## src/rtl/sub4bit_serial.sv

```systemverilog
// Bit-serial subtractor: Diff = A - B - Bin, resolved one bit per clock LSB first
// through a single borrow flop, with a start/busy/done handshake.
module sub4bit_serial #(
  parameter int unsigned WIDTH = 4
) (
  input  logic             clk,
  input  logic             rst_n,
  input  logic             start,
  input  logic [WIDTH-1:0] A,
  input  logic [WIDTH-1:0] B,
  input  logic             Bin,
  output logic             busy,
  output logic             done,
  output logic [WIDTH-1:0] Diff,
  output logic             Borrow
);

  localparam int unsigned CNT_W = (WIDTH > 2) ? $clog2(WIDTH) : 1;
  localparam logic [CNT_W-1:0] CNT_LAST = CNT_W'(WIDTH - 1);

  localparam logic [1:0] S_IDLE  = 2'd0;
  localparam logic [1:0] S_SHIFT = 2'd1;
  localparam logic [1:0] S_DONE  = 2'd2;

  logic [1:0]       state_q, state_d;
  logic [WIDTH-1:0] a_q, a_d;
  logic [WIDTH-1:0] b_q, b_d;
  logic             br_q, br_d;
  logic [CNT_W-1:0] cnt_q, cnt_d;
  logic [WIDTH-1:0] res_q, res_d;
  logic [WIDTH-1:0] diff_q, diff_d;
  logic             borrow_q, borrow_d;
  logic             busy_q, busy_d;
  logic             done_q, done_d;

  logic             sum_bit;
  logic             br_next;

  // One-bit full subtractor on the current LSBs of the shifting operand copies.
  always_comb begin
    sum_bit = a_q[0] ^ b_q[0] ^ br_q;
    br_next = (~a_q[0] & b_q[0]) | (~a_q[0] & br_q) | (b_q[0] & br_q);
  end

  always_comb begin
    state_d  = state_q;
    a_d      = a_q;
    b_d      = b_q;
    br_d     = br_q;
    cnt_d    = cnt_q;
    res_d    = res_q;
    diff_d   = diff_q;
    borrow_d = borrow_q;

    case (state_q)
      S_IDLE: begin
        if (start) begin
          a_d     = A;
          b_d     = B;
          br_d    = Bin;
          cnt_d   = '0;
          res_d   = '0;
          state_d = S_SHIFT;
        end
      end
      S_SHIFT: begin
        res_d = {sum_bit, res_q[WIDTH-1:1]};
        a_d   = a_q >> 1;
        b_d   = b_q >> 1;
        br_d  = br_next;
        if (cnt_q == CNT_LAST) begin
          diff_d   = {sum_bit, res_q[WIDTH-1:1]};
          borrow_d = br_next;
          state_d  = S_DONE;
        end else begin
          cnt_d = cnt_q + CNT_W'(1);
        end
      end
      S_DONE:  state_d = S_IDLE;
      default: state_d = S_IDLE;
    endcase

    busy_d = (state_d == S_SHIFT);
    done_d = (state_d == S_DONE);
  end

  always_ff @(posedge clk) begin
    if (!rst_n) begin
      state_q  <= S_IDLE;
      a_q      <= '0;
      b_q      <= '0;
      br_q     <= 1'b0;
      cnt_q    <= '0;
      res_q    <= '0;
      diff_q   <= '0;
      borrow_q <= 1'b0;
      busy_q   <= 1'b0;
      done_q   <= 1'b0;
    end else begin
      state_q  <= state_d;
      a_q      <= a_d;
      b_q      <= b_d;
      br_q     <= br_d;
      cnt_q    <= cnt_d;
      res_q    <= res_d;
      diff_q   <= diff_d;
      borrow_q <= borrow_d;
      busy_q   <= busy_d;
      done_q   <= done_d;
    end
  end

  assign busy   = busy_q;
  assign done   = done_q;
  assign Diff   = diff_q;
  assign Borrow = borrow_q;

endmodule

```

## config.mk

```make
export PLATFORM = sky130hd
export DESIGN_NAME = sub4bit_serial
export DESIGN_NICKNAME = d
export VERILOG_FILES = /design/src/rtl/sub4bit_serial.sv
export SDC_FILE = /design/constraint.sdc
export NUM_CORES = 1
export LEC_CHECK = 0
export CORE_MARGIN = 2
export CORE_UTILIZATION = 25
export CTS_CLUSTER_SIZE = 30
export DETAILED_ROUTE_END_ITERATION = 12
export PLACE_DENSITY = 0.46
export SLEW_MARGIN = 20
export SYNTH_ARGS = -nofsm -noshare
export SYNTH_HDL_FRONTEND = slang
export SYNTH_SLANG_ARGS = --single-unit
```

## constraint.sdc

```tcl
create_clock -name clk -period 1.75 [get_ports clk]
set_input_delay 0.35 -clock clk [delete_from_list [all_inputs] [get_ports clk]]
set_output_delay 0.35 -clock clk [all_outputs]
set_load 0.02 [all_outputs]
```

# --- Word level (Yosys, flattened, before mapping) ---
# Index checks and enable logic that the tools add are counted.
op_classes:
  addsub: 1
  n_eq_ne: 6
  n_mux: 14
  bitwise: 8
  n_reduce_logical: 5
ops:
  columns: ["op", "count"]
  rows:
  - ["$pmux W4 S2", 3]
  - ["$mux W4", 3]
  - ["$mux W2", 4]
  - ["$pmux W2 S2", 2]
  - ["$eq A2 B1 Y1 const B", 2]
  - ["$eq A2 B2 Y1 const B", 2]
  - ["$ne A2 B2 Y1 const B", 2]
  - ["$reduce_and A2 Y1", 2]
  - ["$and A1 B1 Y1", 3]
  - ["$reduce_and A3 Y1", 1]
  - ["$add A2 B1 Y2 const B", 1]
  - ["$logic_not A2 Y1", 1]
  - ["$or A1 B1 Y1", 2]
  - ["$pmux W1 S2", 1]
  - ["$reduce_bool A2 Y1", 1]
  - ["$xor A1 B1 Y1", 2]
  - ["$mux W1", 1]
  - ["$not A1 Y1", 1]
word_totals:
  ff_bits: 24
  input_bits: 12
  word_cells: 44

# --- Longest topological paths before layout ---
depth:
  ltp_word: 5
  depth_mapped: 6
  mapped_depth_nobuf: 5

# --- Worst setup path after synthesis ---
# No wires, ideal clock.
synth_timing:
  path_type: "register to register"
  from: "register a_q[0]"
  to: "register res_q[3]"
  setup_time_ps: 128
  arrival_time_ps: 1147
  required_ps: 1622
  slack_ps: 476
  stages_incl_launch_ff: 6
  n_path_buf: 0
  period_less_slack_ps: 1274
  cell_sequence: "dfxtp_1 -> inv_1 -> fa_1 -> inv_1 -> a22oi_1 -> nor2_1"
synth_via:
  elab_chain_cells: 3
synth_rtl:
  columns: ["element", "line", "text"]
  rows:
  - ["start, declared", "26", "logic [WIDTH-1:0] a_q, a_d;"]
  - ["start signal, assigned", "90", "a_q <= '0;"]
  - ["start signal, assigned", "101", "a_q <= a_d;"]
  - ["$xor A1 B1 Y1 (2 in series)", "41", "sum_bit = a_q[0] ^ b_q[0] ^ br_q;"]
  - ["$pmux W4 S2", "55", "case (state_q)"]
  - ["end signal, assigned", "105", "res_q <= res_d;"]
  - ["end, declared", "30", "logic [WIDTH-1:0] res_q, res_d;"]
# Every way passes these cells.
# A chain may end at the register's enable or synchronous reset.

# --- Final worst setup path ---
layout_timing:
  from: "register diff_q[3] (netlist: Diff[3])"
  to: "output port Diff[3]"
layout_lines:
  columns: ["element", "line", "text"]
  rows:
  - ["start, declared", "31", "logic [WIDTH-1:0] diff_q, diff_d;"]
  - ["start signal, assigned", "106", "diff_q <= diff_d;"]
  - ["end, declared", "14", "output logic [WIDTH-1:0] Diff,"]
# No word-level cell between the ends.

==> out/qor.csv <==
stage,metric,value,unit
synth,synth_area_leader_cell,dfxtp_1,
clock_tree,clk_pin_slew,0.09,ns
synth,synth_compound_area_frac,0.214,
clock_tree,cts.sinks,23,
final_layout,layout_common_cells,"dfxtp_1, clkdlybuf4s50_1, nor2_1",
min_path,hold_path_depth,2,
final_layout,regArea,460,um2
power_and_ir_drop,p_per_area,827,nW/um2
synth,synth_top_family_by_area,compound AO/OA/AOI/OAI gates,
setup_path,reg2reg_to,Diff[3],
place,pre_cts_ws,0.213,ns
synth,synth_area_per_cell,10.3,um2
power_and_ir_drop,p_leak,0.464,nW
min_path,min_path_type,register to register,
grt,overflow,0,
synth,yosysSeqAreaShare,0.453,
setup_path,crit_type,register to output port,
final_layout,fin_nets,132,
setup_path,critPathTopFamily,buffers and inverters,
drt,drt_wl_total,1.92,mm
clock_tree,hold_buffers,0,
drt,dr.pass1.iters,2,
timing,final.setup.tns,0,ns
setup_path,start_kind,register,
setup_path,arrival,1.22,ns
final_layout,diodes,0,
grt,grt_pass1_vias,756,
synth,synth_top_area_share,0.453,
timing,period_needed,1.57,ns
timing,finalHoldViolCount,0,
grt,grt_max_degree,24,
min_path,holdPathEnd,Borrow,
setup_path,worst_ep_required_time,1.40,ns
flow_run,cap_violations,0,
drt,drc_errors,0,
synth,yosys.area_share.simple,0.158,
setup_path,r2r_start,cnt_q[0],
floorplan,rows,23,
final_layout,final_common_cell,dfxtp_1,
clock_tree,clock_latency,0.26,ns
clock_tree,tritoncts,yes,
floorplan,die_x,67.8,um
min_path,worst_hold_startpoint,Borrow,
final_layout,fillers,398,
setup_path,path_max_fanout,2,
timing,worst_pin_slew,0.410,ns
final_layout,multiInputGateArea,480,um2
floorplan,die_h,67.8,um
clock_tree,cts-root-buf,clkbuf_8,
synth,synth_area,1020,um2
grt,track_usage,0.0991,
final_layout,area_growth,25.6,%
floorplan,ioPinCount,19,
drt,drtAntennaViolNets,0,
power_and_ir_drop,vdd_ir_drop_max,303,uV
synth,synth_edf_count,0,
place,io_buffers,18,
synth,synth.area.mux_share,0.0690,
place,globalplace.congestion,0.733,
setup_path,worst_path_largest_cell_delay,0.61,ns
clock_tree,postCtsResizedCells,0,
clock_tree,cts_max_level,1,
setup_path,path_buf_inv,1,
synth,syn_nets,113,
timing,fin_crit_sh,0.896,
floorplan,core_area,3940,um2
floorplan,start_util,0.258,
drt,dr_total_vias,731,
timing,rsz0062_at_grt,no,
grt,antenna_found_initial,0,
timing,fin_ws,0.181,ns
clock_tree,postCtsSetupBuffers,0,
synth,ys_async_sr_fraction,0,
synth,ys_types,27,
synth,synth_seq_cells,23,
timing,drv_slew,0,
final_layout,drive_gt1_frac,0.179,
synth,synthTopCellsByArea,"dfxtp_1, a211oi_2, mux2i_1",
drt,dr.first_iter.drc_count,16,
setup_path,path_cells,clkdlybuf4s50_1,
drt,via_per_inst,4.38,
setup_path,r2r_slack,0.37,ns
setup_path,worstSetupEndpointType,output port,
place,hpwl,1.36,mm
setup_path,slowest_stage,clkdlybuf4s50_1,
synth,ys.flop_type,dfxtp_1,
synth,synth_adder_area_share,0.0320,
synth,yosys_warnings,0,
timing,relSlewSlack,0.726,
timing,setup_violations,0,
setup_path,reg2reg_depth,4,
run_status,status,completed,
floorplan,fp.dieArea,4590,um2
synth,synth-xor-area-share,0,
clock_tree,numCtsBuffers,3,
grt,grt_pass1_wl,3.45,mm
timing,fin_skew,0.00385,ns
clock_tree,clock_path_buffers,2,
timing,fmax,637,MHz
synth,synth_cells,99,
drt,wl_per_cell,11.5,um
power_and_ir_drop,finalPower,1.06,mW
power breakdown:
part           internal (mW)  switching (mW)  total [mW]
registers              0.549          0.0187       0.567
clock network          0.159           0.178       0.337
logic                 0.0803          0.0718       0.152
total                  0.788           0.268        1.06
how the worst max path moves through the flow:
stage               startpoint        to  depth (start not counted)  slack [ns]
floorplan               a_q[0]  res_q[3]                          5        0.48
global placement         start      br_q                          4        0.24
global route           Diff[1]   Diff[1]                          1        0.14
finish                 Diff[3]   Diff[3]                          1        0.18
CTS                    Diff[3]   Diff[3]                          1        0.18
detailed placement       start    a_q[0]                          4        0.21
routing by layer:
layer | routed length [um] | vias to the layer above | track usage
li1 | - | 381 | -
met1 | 987 | 340 | 0.130
met2 | 861 | 8 | 0.157
met3 | 51 | 2 | 0.0150
met4 | 18 | 0 | 0.0510
met5 | 0 | - | 0
cell usage after synthesis (2+ instances only):
master	number
nor2_2	3
a31oi_1	2
a211oi_1	2
buf_6	2
a22oi_1	5
mux2i_1	7
a21oi_1	5
inv_1	3
nand2_1	10
nand3_1	2
a211oi_2	8
dfxtp_1	23
nor2_1	13
cells by family after synthesis:
group,Yosys count
AO/OA/AOI/OAI,24
adder cells (fa/ha/maj),2
buffers and inverters,10
flip-flops,23
multiplexers,7
AND/OR/NAND/NOR,33
metrics by stage:
| stage | instance area, um2 | utilization | std cells | hold WS [ns] |
|---|---|---|---|---|
| after global placement | 1230 | 0.312 | 163 | 0.448 |
| after global routing | 1280 | 0.324 | 167 | 0.494 |
| final | 1280 | 0.324 | 167 | 0.457 |
| after floorplan | 1020 | - | 99 | 0.432 |
| after detailed placement | 1230 | 0.312 | 163 | 0.447 |
| after CTS | 1280 | 0.324 | 167 | 0.459 |
state kept, by name (all words and copies together), names as in the netlist:
signal and count:
Borrow 1, Diff 4, a_q 4, b_q 4, br_q 1, busy 1, cnt_q 2, done 1
res_q 3, state_q 2
final cells by class:
type	count	share of cell area
multi-input cells	66	0.376
flip-flops and latches	23	0.361
repair buffers	21	0.169
clock buffers	3	0.0324
inverters	3	0.00882
clock inverters	1	0.00392
well taps	50	0.0490
worst min-delay path, cell delays in order (launching register included):
cell and delay [ns]:
dfxtp_1 0.32, nand2_1 0.05, a21oi_1 0.05
(Power assumes the default switching activity.)
